**src/rtl/vga_timing_pkg.sv**
```systemverilog
// Shared raster constants and helpers for the VGA timing path.
// Imported by the timing counter and by the sync generators.
package vga_timing_pkg;

  localparam int CNT_W     = 12;
  localparam int CNT_LIMIT = 1 << CNT_W;

  // 640x480@60 defaults
  localparam int DEF_HPIXEL        = 640;
  localparam int DEF_H_FRONT_PORCH = 16;
  localparam int DEF_H_SYNC_PULSE  = 96;
  localparam int DEF_H_BACK_PORCH  = 48;
  localparam int DEF_VPIXEL        = 480;
  localparam int DEF_V_FRONT_PORCH = 10;
  localparam int DEF_V_SYNC_PULSE  = 2;
  localparam int DEF_V_BACK_PORCH  = 33;
  localparam int DEF_CLK_DIV       = 4;

  typedef logic [CNT_W-1:0] count_t;

  typedef struct packed {
    count_t h;
    count_t v;
  } raster_pos_t;

  function automatic int htotal(input int pixel, input int front, input int sync, input int back);
    return pixel + front + sync + back;
  endfunction

  function automatic int vtotal(input int pixel, input int front, input int sync, input int back);
    return pixel + front + sync + back;
  endfunction

  function automatic bit total_fits(input int total);
    return (total >= 1) && (total <= CNT_LIMIT);
  endfunction

endpackage

```
**src/rtl/vga_pixel_tick_divider.sv**
```systemverilog
// Divides the system clock into a one-clk pixel strobe; the phase holds while en is low.
module vga_pixel_tick_divider #(
  parameter int CLK_DIV = 4
) (
  input  logic clk,
  input  logic rst,
  input  logic en,
  output logic pix_tick
);

  localparam int DIV_W = (CLK_DIV > 1) ? $clog2(CLK_DIV) : 1;
  localparam logic [DIV_W-1:0] DIV_LAST = DIV_W'(CLK_DIV - 1);

  logic [DIV_W-1:0] div_cnt_q;
  logic [DIV_W-1:0] div_cnt_d;
  logic             div_last;

  assign div_last = (div_cnt_q == DIV_LAST);

  always_comb begin
    div_cnt_d = div_cnt_q;
    if (en) begin
      div_cnt_d = div_last ? '0 : div_cnt_q + DIV_W'(1);
    end
  end

  always_ff @(posedge clk or posedge rst) begin
    if (rst) begin
      div_cnt_q <= '0;
    end else begin
      div_cnt_q <= div_cnt_d;
    end
  end

  // With CLK_DIV=1 the counter is stuck at 0 == DIV_LAST, so the strobe follows en.
  assign pix_tick = en && div_last;

endmodule

```
**src/rtl/vga_timing_counter.sv**
```systemverilog
// Raster position counters for the VGA path plus line/frame strobes and active-video decode.
module vga_timing_counter
  import vga_timing_pkg::*;
#(
  parameter int HPIXEL        = DEF_HPIXEL,
  parameter int H_FRONT_PORCH = DEF_H_FRONT_PORCH,
  parameter int H_SYNC_PULSE  = DEF_H_SYNC_PULSE,
  parameter int H_BACK_PORCH  = DEF_H_BACK_PORCH,
  parameter int VPIXEL        = DEF_VPIXEL,
  parameter int V_FRONT_PORCH = DEF_V_FRONT_PORCH,
  parameter int V_SYNC_PULSE  = DEF_V_SYNC_PULSE,
  parameter int V_BACK_PORCH  = DEF_V_BACK_PORCH,
  parameter int CLK_DIV       = DEF_CLK_DIV
) (
  input  logic             clk,
  input  logic             rst,
  input  logic             en,
  output logic             pix_tick,
  output logic [CNT_W-1:0] hCount,
  output logic [CNT_W-1:0] vCount,
  output logic             video_active,
  output logic             line_end,
  output logic             frame_end
);

  localparam int HTOTAL = htotal(HPIXEL, H_FRONT_PORCH, H_SYNC_PULSE, H_BACK_PORCH);
  localparam int VTOTAL = vtotal(VPIXEL, V_FRONT_PORCH, V_SYNC_PULSE, V_BACK_PORCH);

  if (CLK_DIV < 1 || !total_fits(HTOTAL) || !total_fits(VTOTAL)) begin : g_bad_params
    $fatal(1, "vga_timing_counter: need CLK_DIV >= 1 and HTOTAL/VTOTAL <= %0d", CNT_LIMIT);
  end

  localparam count_t H_LAST = count_t'(HTOTAL - 1);
  localparam count_t V_LAST = count_t'(VTOTAL - 1);
  localparam count_t H_VIS  = count_t'(HPIXEL);
  localparam count_t V_VIS  = count_t'(VPIXEL);

  raster_pos_t pos_q;
  raster_pos_t pos_d;
  logic        h_wrap;
  logic        v_wrap;

  vga_pixel_tick_divider #(
    .CLK_DIV (CLK_DIV)
  ) u_tick_div (
    .clk      (clk),
    .rst      (rst),
    .en       (en),
    .pix_tick (pix_tick)
  );

  assign h_wrap = (pos_q.h == H_LAST);
  assign v_wrap = (pos_q.v == V_LAST);

  // Both counters wrap on the same edge at the frame boundary.
  always_comb begin
    pos_d = pos_q;
    if (pix_tick) begin
      if (h_wrap) begin
        pos_d.h = '0;
        pos_d.v = v_wrap ? '0 : pos_q.v + count_t'(1);
      end else begin
        pos_d.h = pos_q.h + count_t'(1);
      end
    end
  end

  always_ff @(posedge clk or posedge rst) begin
    if (rst) begin
      pos_q <= '0;
    end else begin
      pos_q <= pos_d;
    end
  end

  assign hCount       = pos_q.h;
  assign vCount       = pos_q.v;
  assign line_end     = pix_tick && h_wrap;
  assign frame_end    = line_end && v_wrap;
  assign video_active = (pos_q.h < H_VIS) && (pos_q.v < V_VIS);

endmodule

```
**config.mk**
```make
export PLATFORM = sky130hd
export DESIGN_NAME = vga_timing_counter
export DESIGN_NICKNAME = d
export VERILOG_FILES = /design/src/rtl/vga_timing_pkg.sv /design/src/rtl/vga_pixel_tick_divider.sv /design/src/rtl/vga_timing_counter.sv
export SDC_FILE = /design/constraint.sdc
export NUM_CORES = 1
export LEC_CHECK = 0
export CORE_MARGIN = 2
export CORE_UTILIZATION = 53
export CTS_BUF_LIST = sky130_fd_sc_hd__clkbuf_4 sky130_fd_sc_hd__clkbuf_8 sky130_fd_sc_hd__clkbuf_16
export DETAILED_ROUTE_END_ITERATION = 10
export GPL_ROUTABILITY_DRIVEN = 0
export GPL_TIMING_DRIVEN = 1
export PLACE_DENSITY = 0.83
export SLEW_MARGIN = 25
export SYNTH_ARGS = -nofsm -noshare
export SYNTH_HDL_FRONTEND = slang
export SYNTH_HIERARCHICAL = 1
export SYNTH_SLANG_ARGS = --single-unit
```
**constraint.sdc**
```tcl
create_clock -name clk -period 3.9 [get_ports clk]
set_clock_uncertainty 0.2 [all_clocks]
set_input_delay 1.17 -clock clk [delete_from_list [all_inputs] [get_ports clk]]
set_output_delay 1.17 -clock clk [all_outputs]
set_load 0.05 [all_outputs]
```
==> metrics.yaml <==
sta:
  fin_crit_ns: 3.85
  fmax_mhz: 260
  grt_setup_unrepaired: "no"
  tightestPinTransition_ns: 0.874
  max_slew_margin_pct: 41.4
  min_period_over_period_pct: 98.6
  fin_ws_ns: 0.0538
  slew_violations: 0
  whs_ns: 0.332
  setup_viol: 0
  finalHoldViolations: 0
  finalSetupTns_ns: 0
grt:
  track_usage_pct: 20.8
  grt_pass1_vias: 1110
  grt_pass1_wl_um: 5160
  antenna_found_initial: 0
  overflow: 0
  grt_start_max_net_pins: 25
floorplan:
  die_area_sq_um: 3140
  num_rows: 18
  core_sq_um: 2520
  die_h_um: 56.0
  die_w_um: 56.0
  start_util_pct: 56.9
  io_pins: 31
placed_design:
  pre_cts_slack_ns: 0.0350
  dp_hpwl_um: 2240
  numPortBuffers: 30
yosys:
  yosysWarnings: 6
  synth_area_sq_um: 1440
  avgSynthCellArea_sq_um: 10.4
  synth-edff-count: 0
  yosys_register_bits: 26
  async_reset_ff_share_pct: 100
  synth_seq_area_share_pct: 45.3
  syn-num-nets: 145
  yosysUniqueCellTypes: 38
  syn_inst: 138
  synth-main-ff-cell: "dfrtp_1"
layout:
  area.growth.synth_to_final_pct: 28.4
  layout_commonest_cell: "clkdlybuf4s50_1"
  fin_nets: 180
  layout_common_cells: "27 x clkdlybuf4s50_1, 26 x dfrtp_1, 14 x nor2_1"
  num_antenna_cells: 0
  drive_gt1_share_pct: 15.1
  post-route-util_pct: 73.1
  fill_cells: 196
routing:
  vias: 1153
  route.detailed.drc: 0
  dr.first_iter.drc_count: 28
  postRouteAntennaNets: 0
  drtPass1Iterations: 4
  wl_per_cell_um: 15.2
  totalWireLength_um: 3080
  viasPerCell: 5.71
critical_path:
  critical_path_arrival_ns: 2.48
  worst_setup_path_end_kind: "output port"
  slowest_delay_ns: 0.51
  crit_fanout: 3
  reg2reg_from: "hCount[0]"
  crit_chain: "clkdlybuf4s50_1 -> and2_4 -> nand2_1 -> nand4b_4 -> inv_4 -> and2_4 -> buf_12"
  worstPathRequired_ns: 2.53
  startpoint_type: "input port"
  rr_endpoint: "vCount[11]"
  r2r_setup_slack_ns: 1.72
  worstRegToRegCells: 6
  critPathSlowestCell: "clkdlybuf4s50_1"
  critical_path_class: "input port to output port"
  crit_top_cell: "and2_4"
clocking:
  cts_max_level: 1
  cts_tree: "yes"
  cts_root_buf: "clkbuf_4"
  cts_buffers: 3
  cts.clk_slew.worst_paths_ns: 0.13
  ctsHoldBuffers: 0
  cts_sinks: 26
  cts_buffer_depth: 2
  clock_latency_ns: 0.33
pwr:
  power_density_nw_per_um2: 391
  vdd_ir_drop_max_mv: 0.521
  p_leak_nw: 0.838
  power_w: 0.000722
worst_hold_path:
  hold_path.class: "flop to flop"
  holdPathEnd: "hCount[6]"
  hold_start: "hCount[6]"
  min_path_cells: 1
run_status:
  status: "finished clean"
run:
  maxCapViolCount: 0
## kinds of logic (layout without fill, tap and decap cells)
logic type,count (synthesis),after routing,synth area share (%)
AOI/OAI and AO/OA,14,14,6.28
and+or+nand+nor,65,65,27.8
muxes,8,8,6.63
xor gates and xnor gates,10,10,6.10
buffers and inverters,11,45,4.36
adders and majority gates,4,4,3.49
DFF,26,26,45.3
## final cells by class
cell class	instances	area [sq um]	area share (%)
well taps	30	37.5	2.04
repair buffers	35	368	20.0
inverters	6	25.0	1.36
clock buffers	4	36.3	1.97
multi-input cells	101	726	39.4
flip-flops and latches	26	651	35.3
## routing by layer
layer	up-vias	track usage, %	part of all wire (%)
li1	560	-	-
met2	25	33.6	50
met4	0	7.82	1.2
met5	-	0	0
met1	562	28.5	45
met3	6	2.56	3.6
## flip-flops by register name, summed over array words and instances (netlist names)
register and count:
u_tick_div/div_cnt_q 2, vCount 12, hCount 12
## cell usage after synthesis (2+ instances only)
cell type  number  area, sq um
a22o_1          4         35.0
a31oi_1         2         12.5
and2_1          3         18.8
and3_1          4         25.0
and4_1          3         26.3
buf_4           3         22.5
dfrtp_1        26          651
ha_1            4         50.1
inv_1           5         18.8
mux2_2          4         45.0
mux2_4          2         30.0
mux2i_1         2         20.0
nand2_1        10         37.5
nand3_1         5         25.0
nand4_1         9         56.3
nor2_1         14         52.6
nor2b_1         3         18.8
nor3_1          2         10.0
nor4b_1         2         17.5
o21ai_0         5         25.0
xnor2_1         6         52.6
xor2_1          4         35.0
## timing repair
item	in CTS	in global routing
resized for setup	0	1
setup endpoints to repair	0	1
buffers inserted	0	1
endpoints found under the hold margin	0	0
## critical path: cells and delay by family
kind | cells | cell delay, ns
simple gates | 4 | 0.58
buf+inv | 3 | 0.72
## metrics by stage
step	instances	instance area, sq um
6_report	202	1840
3_3_place_gp	197	1800
3_5_place_dp	197	1800
2_1_floorplan	138	1440
4_1_cts	201	1830
5_1_grt	202	1840
## report_power, final
group	switching, W	internal [W]	total [W]
clock	0.0000815	0.0000572	0.000139
sequential	0.0000450	0.000301	0.000346
combinational	0.000142	0.0000943	0.000237
total	0.000269	0.000453	0.000722
## how the worst max path moves through the flow
| stage | from | end | slack (ns) | cells after the start |
|---|---|---|---|---|
| after floorplan | en | frame_end | 0.002 | 7 |
| after global placement | en | frame_end | 0.09 | 7 |
| after detailed placement | en | frame_end | 0.04 | 7 |
| after CTS | en | frame_end | 0.03 | 7 |
| after global routing | en | frame_end | 0.009 | 7 |
| final | en | frame_end | 0.05 | 7 |
No activity file was read; power rests on OpenSTA's default activity.
